[src/rtl/usb_sched_pkg.sv]
`default_nettype none
// ============================================================================
//  Module   : usb_sched_pkg
//  Purpose  : Shared types and constants for the USB transaction scheduler.
//             Holds the scheduler FSM state encoding, the transaction-type
//             codes driven to the host transaction controller, and the
//             frame-number width.
//  Ports    : none (package)
//  Revision : 1.0  initial release
// ============================================================================
package usb_sched_pkg;

  // Scheduler FSM states
  typedef enum logic [2:0] {
    IDLE   = 3'd0,
    ARB    = 3'd1,
    TRANS  = 3'd2,
    SETTLE = 3'd3,
    SOF    = 3'd4
  } sched_state_e;

  // Transaction types understood by the host transaction controller
  localparam logic [1:0] SETUP     = 2'b00;
  localparam logic [1:0] IN        = 2'b01;
  localparam logic [1:0] OUT_DATA0 = 2'b10;
  localparam logic [1:0] OUT_DATA1 = 2'b11;

  // USB frame number width
  localparam int FRAME_NUM_W = 11;

endpackage
`default_nettype wire

[src/rtl/usb_rr_arbiter.sv]
`default_nettype none
// ============================================================================
//  Module   : usb_rr_arbiter
//  Purpose  : Combinational round-robin pick. Returns the first set request
//             found when searching upward from ptr_i+1 with modulo-N wrap,
//             so the slot at ptr_i itself has the lowest priority.
//  Ports    : req_i  [N-1:0]        request vector
//             ptr_i  [IDX_W-1:0]    index of the most recently granted slot
//             idx_o  [IDX_W-1:0]    picked index (0 when no request is set)
//             any_o                 at least one request is set
//  Revision : 1.0  initial release
// ============================================================================
module usb_rr_arbiter #(
  parameter int N     = 4,
  parameter int IDX_W = $clog2(N)
) (
  input  logic [N-1:0]     req_i,
  input  logic [IDX_W-1:0] ptr_i,
  output logic [IDX_W-1:0] idx_o,
  output logic             any_o
);

  int cand;

  always_comb begin
    idx_o = '0;
    any_o = |req_i;
    cand  = 0;
    // Walk from the farthest candidate back to the nearest one so the last
    // assignment made is the nearest set request after ptr_i.
    for (int i = N; i >= 1; i--) begin
      cand = (int'(ptr_i) + i) % N;
      if (req_i[IDX_W'(cand)]) begin
        idx_o = IDX_W'(cand);
      end
    end
  end

endmodule
`default_nettype wire

[src/rtl/usb_trans_scheduler.sv]
`default_nettype none
// ============================================================================
//  Module   : usb_trans_scheduler
//  Purpose  : Time-shares one host transaction controller between NUM_REQ
//             endpoint requesters, owns the 1 ms frame timer, requests SOF at
//             every frame boundary and blocks new transactions inside the
//             guard window at the end of each frame.
//  Ports    : clk, rst (async, active-low)
//             reqValid/reqType/reqIso  per-slot transaction requests
//             reqDone/reqStatus        per-slot completion pulse + RX status
//             sofEn/sofReq/sofDone     frame timer enable and SOF handshake
//             frameNum                 current 11-bit frame number
//             transReq/transType/isoEn request to the transaction controller
//             transDone/RXStatus       completion from the controller
//             busy                     scheduler not in IDLE
//  Revision : 1.0  initial release
// ============================================================================
module usb_trans_scheduler
  import usb_sched_pkg::*;
#(
  parameter int NUM_REQ      = 4,
  parameter int FRAME_TICKS  = 48000,
  parameter int GUARD_TICKS  = 1500,
  parameter int SETTLE_TICKS = 16
) (
  input  logic                   clk,
  input  logic                   rst,
  input  logic [NUM_REQ-1:0]     reqValid,
  input  logic [2*NUM_REQ-1:0]   reqType,
  input  logic [NUM_REQ-1:0]     reqIso,
  output logic [NUM_REQ-1:0]     reqDone,
  output logic [7:0]             reqStatus,
  input  logic                   sofEn,
  output logic                   sofReq,
  input  logic                   sofDone,
  output logic [FRAME_NUM_W-1:0] frameNum,
  output logic                   transReq,
  output logic [1:0]             transType,
  output logic                   isoEn,
  input  logic                   transDone,
  input  logic [7:0]             RXStatus,
  output logic                   busy
);

  localparam int IDX_W = $clog2(NUM_REQ);
  localparam int CNT_W = $clog2(FRAME_TICKS);
  localparam int SET_W = $clog2(SETTLE_TICKS + 1);

  localparam logic [CNT_W-1:0] FRAME_LAST  = CNT_W'(FRAME_TICKS - 1);
  localparam logic [CNT_W-1:0] OPEN_LIMIT  = CNT_W'(FRAME_TICKS - GUARD_TICKS);
  localparam logic [SET_W-1:0] SETTLE_LAST = SET_W'(SETTLE_TICKS - 1);
  localparam logic [IDX_W-1:0] RR_RESET    = IDX_W'(NUM_REQ - 1);

  sched_state_e           state_q;
  logic [CNT_W-1:0]       frame_cnt_q, frame_cnt_d;
  logic                   sof_pending_q, sof_pending_d;
  logic [IDX_W-1:0]       rr_ptr_q;
  logic [IDX_W-1:0]       gnt_idx_q;
  logic [SET_W-1:0]       settle_cnt_q;
  logic [FRAME_NUM_W-1:0] frame_num_q;
  logic                   trans_req_q;
  logic [1:0]             trans_type_q;
  logic                   iso_en_q;
  logic                   sof_req_q;
  logic [NUM_REQ-1:0]     req_done_q;
  logic [7:0]             req_status_q;

  logic [IDX_W-1:0]       arb_idx;
  logic                   arb_any;
  logic                   open_win;
  logic                   sof_ack;

  usb_rr_arbiter #(
    .N     (NUM_REQ),
    .IDX_W (IDX_W)
  ) u_rr_arbiter (
    .req_i (reqValid),
    .ptr_i (rr_ptr_q),
    .idx_o (arb_idx),
    .any_o (arb_any)
  );

  // With the frame timer off there is no frame end to protect.
  assign open_win = ~sofEn | (frame_cnt_q < OPEN_LIMIT);

  assign sof_ack  = (state_q == SOF) & sofEn & sofDone;

  // Frame timer. A wrap always (re)sets the pending flag and takes precedence
  // over an acknowledge landing in the same cycle, since it opens a new frame;
  // a wrap while already pending simply leaves the single request in place.
  always_comb begin
    frame_cnt_d   = frame_cnt_q;
    sof_pending_d = sof_pending_q;
    if (!sofEn) begin
      frame_cnt_d   = '0;
      sof_pending_d = 1'b0;
    end else if (frame_cnt_q == FRAME_LAST) begin
      frame_cnt_d   = '0;
      sof_pending_d = 1'b1;
    end else begin
      frame_cnt_d = frame_cnt_q + 1'b1;
      if (sof_ack) begin
        sof_pending_d = 1'b0;
      end
    end
  end

  always_ff @(posedge clk or negedge rst) begin
    if (!rst) begin
      frame_cnt_q   <= '0;
      sof_pending_q <= 1'b0;
    end else begin
      frame_cnt_q   <= frame_cnt_d;
      sof_pending_q <= sof_pending_d;
    end
  end

  // Scheduler FSM with registered outputs.
  always_ff @(posedge clk or negedge rst) begin
    if (!rst) begin
      state_q      <= IDLE;
      rr_ptr_q     <= RR_RESET;
      gnt_idx_q    <= '0;
      settle_cnt_q <= '0;
      frame_num_q  <= '0;
      trans_req_q  <= 1'b0;
      trans_type_q <= 2'b00;
      iso_en_q     <= 1'b0;
      sof_req_q    <= 1'b0;
      req_done_q   <= '0;
      req_status_q <= 8'h00;
    end else begin
      req_done_q <= '0;
      case (state_q)
        IDLE: begin
          if (sof_pending_q) begin
            sof_req_q <= 1'b1;
            state_q   <= SOF;
          end else if (open_win && arb_any) begin
            state_q <= ARB;
          end
        end

        ARB: begin
          if (arb_any) begin
            gnt_idx_q    <= arb_idx;
            rr_ptr_q     <= arb_idx;
            trans_type_q <= reqType[{arb_idx, 1'b0} +: 2];
            iso_en_q     <= reqIso[arb_idx];
            trans_req_q  <= 1'b1;
            state_q      <= TRANS;
          end else begin
            state_q <= IDLE;
          end
        end

        TRANS: begin
          // reqValid is not consulted here: once granted, the transaction
          // runs to completion.
          if (transDone) begin
            trans_req_q           <= 1'b0;
            req_done_q[gnt_idx_q] <= 1'b1;
            req_status_q          <= RXStatus;
            settle_cnt_q          <= '0;
            state_q               <= SETTLE;
          end
        end

        SETTLE: begin
          if (settle_cnt_q == SETTLE_LAST) begin
            state_q <= IDLE;
          end else begin
            settle_cnt_q <= settle_cnt_q + 1'b1;
          end
        end

        SOF: begin
          if (!sofEn) begin
            sof_req_q <= 1'b0;
            state_q   <= IDLE;
          end else if (sofDone) begin
            sof_req_q   <= 1'b0;
            frame_num_q <= frame_num_q + 1'b1;
            state_q     <= IDLE;
          end
        end

        default: begin
          state_q <= IDLE;
        end
      endcase
    end
  end

  assign reqDone   = req_done_q;
  assign reqStatus = req_status_q;
  assign sofReq    = sof_req_q;
  assign frameNum  = frame_num_q;
  assign transReq  = trans_req_q;
  assign transType = trans_type_q;
  assign isoEn     = iso_en_q;
  assign busy      = (state_q != IDLE);

endmodule
`default_nettype wire

[config.mk]
export PLATFORM = sky130hd
export DESIGN_NAME = usb_trans_scheduler
export DESIGN_NICKNAME = d
export VERILOG_FILES = /design/src/rtl/usb_sched_pkg.sv /design/src/rtl/usb_rr_arbiter.sv /design/src/rtl/usb_trans_scheduler.sv
export SDC_FILE = /design/constraint.sdc
export NUM_CORES = 1
export LEC_CHECK = 0
export CORE_ASPECT_RATIO = 2
export CORE_MARGIN = 2
export CORE_UTILIZATION = 46
export DETAILED_ROUTE_END_ITERATION = 7
export PLACE_DENSITY = 0.73
export SYNTH_ARGS = -nofsm -noshare
export SYNTH_HDL_FRONTEND = slang
export SYNTH_SLANG_ARGS = --single-unit
[constraint.sdc]
create_clock -name clk -period 1.7 [get_ports clk]
set_input_delay 0.34 -clock clk [delete_from_list [all_inputs] [get_ports clk]]
set_output_delay 0.34 -clock clk [all_outputs]
set_load 0.02 [all_outputs]
==> results.txt, run 1 <==
----------------------------------------------------
[Worst setup path]
  Count of buffer and inverter cells on the critical path ... 1
  CP cell instances ... ha_1 -> and3_1 -> ha_2 -> buf_4 -> o31ai_1 -> a22o_1
  Critical Path AT ... 1.92 ns
  Worst setup SP type ... register
  CP max-delay cell ... sky130_fd_sc_hd__dfrtp_1
  Maximum net fanout on the critical path ... 4
  CP top delay family ... compound AO/OA/AOI/OAI gates
  Category of the worst setup path capture point ... register
  Crit path largest cell delay ... 0.40 ns
  Critical path required time ... 1.96 ns
  Crit Path Class ... reg -> reg

[Power]
  Combinational share of power ... between 30 and 40%
  Pint ... 4.13 mW
  Sequential Power Share ... 32.1%
  Clk pwr share ... 35.4%
  Power dissipated by switching net loads ... about 1.7 mW
  Total power per unit cell area ... 1430 mW/mm²
  Leakage dissipation ... 1.92 nW
  Switching power as a share of total power ... 29.6%
  Peak ir drop on the vdd network ... 884 µV

[Floorplan]
  Die width ... roughly 60 µm
  Row cnt ... 40
  Initial standard-cell utilization of the core ... 47.4%
  Io pins ... just under 60
  Die Outline Area ... 0.00688 mm²
  Core Box Area ... 0.00601 mm²
  Die height ... 115 µm

[Timing]
  Fmax achieved ... 603 MHz
  Worst slew margin relative to its limit ... 72.4%
  Number of max-slew violations in the final report ... 0
  Final-layout setup total negative slack ... 0 ns
  Minimum clock period after layout ... roughly 1.7 ns
  Actual transition at the worst max-transition pin ... ~0.41 ns
  Final critical-path share of the clock period ... 97.5%
  Worst hold margin ... approximately 0.0033 ns
  Final-report hold violation count ... 0
  Clock Skew ... 0.00571 ns
  Final number of setup-violating endpoints ... 0

[Global route]
  Global-route wire length before repair ... 10700 µm
  Via count of the first global-routing pass ... about 2400
  Tot GR Track Use ... a little over a fifth
  Pin count of the biggest net entering global routing ... 58
  Initial antenna violation count ... 0
  Total congestion overflow after global routing ... 0

[Yosys]
  Number of synthesized flops with an enable pin ... 0
  Number of warning messages in the yosys log ... 0
  Syn Inst Count ... ~270
  Post-synthesis area per instance ... 10.8 µm²
  Primary FF master, synth ... sky130_fd_sc_hd__dfrtp_1
  Cell area after technology mapping ... 0.00285 mm²
  Sequential share of the synthesized area ... around half
  Share of synthesized flip-flops with an asynchronous set or reset ... 100%
  Library cells used by synthesis ... 48
  Net count after synthesis ... approximately 300
  Total of flip-flops plus latches after synthesis ... 57
  Cells taking the most area after synthesis ... sky130_fd_sc_hd__dfrtp_1, sky130_fd_sc_hd__xnor2_1, sky130_fd_sc_hd__mux2_2
  Top cell type's share of synthesized area ... 48.3%
  Cell taking the most area after synthesis ... sky130_fd_sc_hd__dfrtp_1

[Clock network]
  Clock Sinks ... 57
  Cts bufs inserted ... 9
  Number of levels the H-tree was split into ... 3
  TritonCTS clock tree ... done
  Largest buffer count on any clock path ... 2
  Hold bufs inserted after CTS ... 0
  Clk_lat worst skew ... 0.33 ns
  CTS Root Cell ... sky130_fd_sc_hd__clkbuf_16
  Clock slew seen by the registers of the worst setup and hold paths ... 0.05 ns

[Detailed routing]
  Detail Route Antenna Nets ... 0
  Routed len/inst ... 16.1 µm
  Total via count in the routed design ... 2379
  Number of DRC violations after detailed-routing iteration 0 ... 71
  Residual DRC count ... 0
  Via density ... about 5.6
  Aggregate routed wire length ... about 7000 µm
  First-pass iteration count of the detailed router ... 4

[Outcome]
  Status ... completed

[Layout]
  Synth-to-Final Area Change ... 44.3%
  Count of antenna diodes in the layout ... 0
  Net total in the final layout ... 392
  Fillers ... 467
  Combined area of the multi-input logic cells ... 0.00139 mm²
  Final core area utilization ... between 60% and 70%
  Layout cell share with drive strength beyond 1 ... 22.8%
  Reg area ... 0.00143 mm²
  Post-route non-filler standard cell count ... 427

[Job]
  Maxcap violations ... 0

[Worst hold path]
  Worst Hold Class ... in -> async

[Placed design]
  Inst Count DP ... 404
  GP Congestion ... a little over 0.9
  Detailed-placement wirelength estimate ... 4770 µm
  Port bufs ... 57

----------------------------------------------------
## cells by family (layout without fill, tap and decap cells)
logic type | count (synthesis) | in the layout | synth area share (%)
multiplexers | 14 | 14 | 5.36
adder cells (fa/ha/maj) | 4 | 4 | 1.76
XOR/XNOR | 26 | 26 | 7.99
AO/OA/AOI/OAI | 37 | 37 | 9.09
AND/OR/NAND/NOR | 113 | 114 | 22.7
buffers and inverters | 14 | 112 | 2.94
flip-flops | 57 | 57 | 50.2
## layout make-up
cell class                      instances  share of cell area, %
Clock buffer                           10                   5.57
Clock inverter                          6                   2.83
Inverter                                4                  0.365
Multi-Input combinational cell        195                   33.9
Sequential cell                        57                   34.8
Tap cell                               63                   1.92
Timing Repair Buffer                   92                   20.7
## power groups by stage
stage	logic, mW	registers [mW]	clock network (mW)
2_1_floorplan	0.857	2.04	0
3_3_place_gp	1.72	1.89	0
3_5_place_dp	1.77	1.90	0
4_1_cts	1.80	1.88	2.09
5_1_grt	2.08	1.92	2.17
6_report	1.91	1.88	2.07
## layout by cell type (no fill, tap or decap), types with 3 or more instances in the layout
master	n
sky130_fd_sc_hd__a21oi_1	3
sky130_fd_sc_hd__a22o_1	4
sky130_fd_sc_hd__and3_1	6
sky130_fd_sc_hd__and4_1	6
sky130_fd_sc_hd__buf_4	32
sky130_fd_sc_hd__bufinv_16	3
sky130_fd_sc_hd__clkbuf_16	9
sky130_fd_sc_hd__clkdlybuf4s50_1	42
sky130_fd_sc_hd__clkinv_4	3
sky130_fd_sc_hd__dfrtp_1	55
sky130_fd_sc_hd__dlygate4sd2_1	7
sky130_fd_sc_hd__dlymetal6s2s_1	6
sky130_fd_sc_hd__ha_1	3
sky130_fd_sc_hd__inv_1	4
sky130_fd_sc_hd__mux2_2	10
sky130_fd_sc_hd__mux2i_1	3
sky130_fd_sc_hd__nand2_1	21
sky130_fd_sc_hd__nand2b_4	4
sky130_fd_sc_hd__nand3_1	12
sky130_fd_sc_hd__nand4_1	5
sky130_fd_sc_hd__nor2_1	29
sky130_fd_sc_hd__nor2b_1	4
sky130_fd_sc_hd__nor3_1	6
sky130_fd_sc_hd__o211ai_1	3
sky130_fd_sc_hd__o21a_1	5
sky130_fd_sc_hd__o21ai_0	6
sky130_fd_sc_hd__o21ai_1	3
sky130_fd_sc_hd__o31a_1	3
sky130_fd_sc_hd__xnor2_1	16
sky130_fd_sc_hd__xor2_1	10
## path summary, 6_finish.rpt
check	from	end	slack (ns)	cells past startpoint
min in group clk	frameNum[10]$_DFFE_PN0P_	frameNum[10]$_DFFE_PN0P_	0.48	1
max in group asynchronous	rst	rr_ptr_q[1]$_DFFE_PN1P_	1.39	2
worst min-delay path	rst	frameNum[6]$_DFFE_PN0P_	0.003	2
worst max register to register	settle_cnt_q[1]$_DFFE_PN0P_	settle_cnt_q[4]$_DFFE_PN0P_	0.04	6
worst min register to register	frameNum[10]$_DFFE_PN0P_	frameNum[10]$_DFFE_PN0P_	0.48	1
worst max-delay path	settle_cnt_q[1]$_DFFE_PN0P_	settle_cnt_q[4]$_DFFE_PN0P_	0.04	6
## metrics by stage
step	instance area [µm²]	worst slack (ns)	power, mW
after floorplan	2850	0.0454	2.90
after global placement	3650	-0.270	3.61
after detailed placement	3650	-0.344	3.67
after CTS	4000	0.00154	5.77
after global routing	4110	-0.0215	6.17
final	4110	0.0427	5.87
## cell usage after synthesis (3+ instances only)
master / instances
sky130_fd_sc_hd__dfrtp_1: 55
sky130_fd_sc_hd__o21ai_1: 3
sky130_fd_sc_hd__nor2b_1: 4
sky130_fd_sc_hd__nand2b_1: 3
sky130_fd_sc_hd__o21a_1: 5
sky130_fd_sc_hd__nor2_1: 30
sky130_fd_sc_hd__and3_1: 6
sky130_fd_sc_hd__buf_4: 3
sky130_fd_sc_hd__nand3_1: 12
sky130_fd_sc_hd__inv_1: 4
sky130_fd_sc_hd__xnor2_1: 16
sky130_fd_sc_hd__o21ai_0: 6
sky130_fd_sc_hd__a22o_1: 4
sky130_fd_sc_hd__mux2i_1: 4
sky130_fd_sc_hd__buf_2: 4
sky130_fd_sc_hd__xor2_1: 10
sky130_fd_sc_hd__nor3_1: 6
sky130_fd_sc_hd__nand4_1: 5
sky130_fd_sc_hd__o211ai_1: 3
sky130_fd_sc_hd__and4_1: 7
sky130_fd_sc_hd__a21oi_1: 4
sky130_fd_sc_hd__ha_1: 4
sky130_fd_sc_hd__mux2_2: 10
sky130_fd_sc_hd__o31a_1: 3
sky130_fd_sc_hd__nand2_1: 21
## sequential cells by signal, summed over array words and instances (netlist names)
signal,flops
settle_cnt_q,5
state_q,3
transType,2
sofReq,1
reqDone,4
rr_ptr_q,2
frame_cnt_q,16
sof_pending_q,1
gnt_idx_q,2
transReq,1
reqStatus,8
frameNum,11
isoEn,1
## routing by layer
| metal | global-route usage, % | share of wire, % | up-vias |
|---|---|---|---|
| met5 | 0 | 0 | - |
| met4 | 8.44 | 2.0 | 0 |
| met3 | 5.62 | 4.0 | 12 |
| met2 | 38.0 | 58 | 70 |
| met1 | 21.5 | 37 | 1163 |
| li1 | - | - | 1134 |
## repair_timing
item | 4_1_cts | 5_1_grt
cloned | 0 | 1
setup buffers | 0 | 6
gates resized for setup | 13 | 16
endpoints found under the setup margin | 12 | 37
pin swaps | 0 | 3
No activity file was read; power rests on OpenSTA's default activity.
==> inputs of run 2 (changes only) <==
- CORE_UTILIZATION: 46 -> 51
- PLACE_DENSITY: 0.73 -> 0.76
- clock period: 1.7 -> 1.77 ns (I/O delays scaled with it)
==> run 2 against run 1 <==
  * Power fell by 22%
  * Utilization grew 2.1 points
  * Non-clock buffer count decreased by 9
  * Global-route usage increased by 1.2 points
  * Combinational power is 11% lower
  * Hold slack gained 0.47 ns
  * Wire length fell by 6.7%
  * Sequential power fell by 5%
  * First-iteration DRC count down 5.6%
  * Critical path depth is 5 lower
  * Clock power fell by 49%
  * Highest routed layer unchanged
==> results.txt, run 2 (synthesized netlist as in run 1, its figures left out) <==
----------------------------------------------------
[Timing]
  Actual transition at the worst max-transition pin ... 0.490 ns (+0.0803 ns)
  Worst hold margin ... 0.475 ns (+0.471 ns)
  Final number of setup-violating endpoints ... 0 (unchanged)
  Number of max-slew violations in the final report ... 0 (unchanged)
  Post-layout worst setup margin ... 0.0472 ns (+0.00456 ns)
  Fmax achieved ... between 500 and 600 MHz
  Worst slew margin relative to its limit ... 67.3% (-5.1 points)
  Final-report hold violation count ... 0 (unchanged)
  Clock Skew ... 0.00552 ns (-0.000198 ns)
  Minimum clock period after layout ... 1.72 ns
  Final critical-path share of the clock period ... 97.3%

[Worst hold path]
  Worst Hold Class ... reg -> reg

[Worst setup path]
  Critical path required time ... 1.42 ns (-0.54 ns)
  CP top delay family ... buffers and inverters
  CP max-delay cell ... sky130_fd_sc_hd__clkdlybuf4s50_1
  Count of buffer and inverter cells on the critical path ... 1 (unchanged)
  Crit Path Class ... reg -> out
  Crit path largest cell delay ... 0.63 ns (+0.23 ns)
  Category of the worst setup path capture point ... output port
  CP cell instances ... clkdlybuf4s50_1
  Critical Path AT ... 1.37 ns (-0.55 ns)
  Maximum net fanout on the critical path ... 4 (unchanged)
  Worst setup SP type ... register

[Power]
  Total power per unit cell area ... 1190 mW/mm² (-17%)
  Peak ir drop on the vdd network ... 876 µV (-0.97%)
  Leakage dissipation ... 1.76 nW (-8.4%)

[Layout]
  Fillers ... 433 (-7.3%)
  Net total in the final layout ... 382 (-2.6%)
  Register name with the most flops ... frame_cnt_q
  Synth-to-Final Area Change ... 34.3%
  Count of antenna diodes in the layout ... 0 (unchanged)
  Leading cell types in the layout, fill and taps excluded ... sky130_fd_sc_hd__dfrtp_1, sky130_fd_sc_hd__clkdlybuf4s50_1, sky130_fd_sc_hd__nor2_1
  Final core area utilization ... 70.6% (+2.1 points)
  Layout cell share with drive strength beyond 1 ... 19.2% (-3.6 points)
  Max FFs per register ... 16 (unchanged)
  Commonest non-fill, non-tap cell in the layout ... sky130_fd_sc_hd__dfrtp_1

[Global route]
  Initial antenna violation count ... 0 (unchanged)
  Most Used Layer, Global Route ... met2
  Met3 Resource Use GR ... 5.06% (-0.57 points)
  Met1 global-route usage ... 22.7% (+1.2 points)
  Global-route wire length before repair ... 10300 µm (-3.7%)
  Via count of the first global-routing pass ... 2309 (-4.2%)
  GRT met2 Usage ... 39.8% (+1.8 points)
  Tot GR Track Use ... 22.1% (+1.2 points)
  Total congestion overflow after global routing ... 0 (unchanged)
  Pin count of the biggest net entering global routing ... 27 (-53%)

[Detailed routing]
  Detail Route Antenna Nets ... 0 (unchanged)
  Residual DRC count ... 0 (unchanged)
  Routed len/inst ... 15.5 µm (-3.8%)
  Aggregate routed wire length ... 6420 µm (-6.7%)
  Number of DRC violations after detailed-routing iteration 0 ... 67 (-5.6%)
  First-pass iteration count of the detailed router ... 4 (unchanged)
  Via density ... 5.56 (-0.28%)
  Total via count in the routed design ... 2300 (-3.3%)

[Floorplan]
  Core Box Area ... 0.00542 mm² (-9.7%)
  Die Outline Area ... 0.00624 mm² (-9.3%)
  Die height ... 110 µm (-4.9%)
  Die width ... 56.9 µm (-4.7%)
  Io pins ... 58 (unchanged)
  Initial standard-cell utilization of the core ... 52.6% (+5.1 points)
  Row cnt ... 38 (-5.0%)

[Placed design]
  Detailed-placement wirelength estimate ... 4790 µm (+0.33%)
  GP Congestion ... 0.928 (about the same)
  Post-place setup slack ... -0.293 ns (+0.0507 ns)
  Port bufs ... 57 (unchanged)

[Clock network]
  Cts bufs inserted ... 9 (unchanged)
  Clock Sinks ... 57 (unchanged)
  CTS Root Cell ... sky130_fd_sc_hd__clkbuf_8
  Number of levels the H-tree was split into ... 3 (unchanged)
  Clk_lat worst skew ... 0.34 ns (about the same)
  Largest buffer count on any clock path ... 2 (unchanged)
  Clock slew seen by the registers of the worst setup and hold paths ... 0.06 ns (about the same)
  TritonCTS clock tree ... done
  Setup bufs post-CTS ... 0 (unchanged)

[Outcome]
  Status ... completed

[Job]
  Maxcap violations ... 0 (unchanged)

----------------------------------------------------
==> run 2: changes by cell type in the layout (fill, tap and decap cells not counted), moves of 5 or more <==
cell                              change
sky130_fd_sc_hd__dlygate4sd2_1        -5
sky130_fd_sc_hd__buf_4                -8
sky130_fd_sc_hd__clkbuf_8            +11
sky130_fd_sc_hd__clkdlybuf4s50_1      +6
sky130_fd_sc_hd__clkbuf_16            -9
==> run 2: timing repair <==
action | in CTS | in global routing
endpoints found under the setup margin | 3 | 12
hold buffers | 1 | 0
resized for setup | 4 | 10
hold endpoints to repair | 16 | 0
==> run 2: power by group <==
| part | switching (mW) | leakage [nW] | total, mW | internal [mW] |
|---|---|---|---|---|
| Clock | 0.486 | 0.0932 | 1.06 | 0.577 |
| Sequential | 0.197 | 0.739 | 1.79 | 1.60 |
| Combinational | 0.800 | 0.925 | 1.70 | 0.895 |
| Total | 1.48 | 1.76 | 4.55 | 3.07 |
==> run 2: area by class of cell <==
type / count / area, µm² / area share (%)
timing repair buffer: 83 / 781 / 20.4
multi-input combinational: 194 / 1350 / 35.3
sequential: 57 / 1430 / 37.4
tap: 60 / 75.1 / 1.96
clock inverter: 3 / 15.0 / 0.393
clock buffer: 13 / 159 / 4.15
inverter: 4 / 15.0 / 0.393
==> run 2: per-layer routing <==
layer / share of wire, % / vias up
met5: 0 / -
met4: 4.0 / 0
met2: 56 / 57
met3: 3.3 / 19
li1: - / 1108
met1: 37 / 1116
==> run 2: path summary, 6_finish.rpt <==
check	cells past startpoint	start	end	slack [ns]
setup / recovery	1	frameNum[8]$_DFFE_PN0P_	frameNum[8]	0.05
hold / removal	1	frameNum[10]$_DFFE_PN0P_	frameNum[10]$_DFFE_PN0P_	0.47
setup reg to reg	7	settle_cnt_q[0]$_DFFE_PN0P_	settle_cnt_q[4]$_DFFE_PN0P_	0.13
hold reg to reg	1	frameNum[10]$_DFFE_PN0P_	frameNum[10]$_DFFE_PN0P_	0.47
max in group asynchronous	3	rst	frameNum[6]$_DFFE_PN0P_	0.70
min in group asynchronous	2	rst	frame_cnt_q[4]$_DFF_PN0_	0.51
==> run 2: metrics by stage <==
step / setup TNS (ns) / cell area (µm²) / instances / power, mW
6_report: 0 / 3820 / 414 / 4.55
3_3_place_gp: -1.36 / 3620 / 397 / 3.45
4_1_cts: 0 / 3800 / 414 / 4.58
2_1_floorplan: 0 / 2850 / 265 / 2.79
5_1_grt: -0.00626 / 3820 / 414 / 4.84
3_5_place_dp: -1.76 / 3620 / 397 / 3.50
==> inputs of run 3 (changes only) <==
- CTS_CLUSTER_SIZE: unset -> 8
- GPL_ROUTABILITY_DRIVEN: unset -> 0
==> results of run 3 <==
Final layout, timing and power as in run 2 (identical DEF).
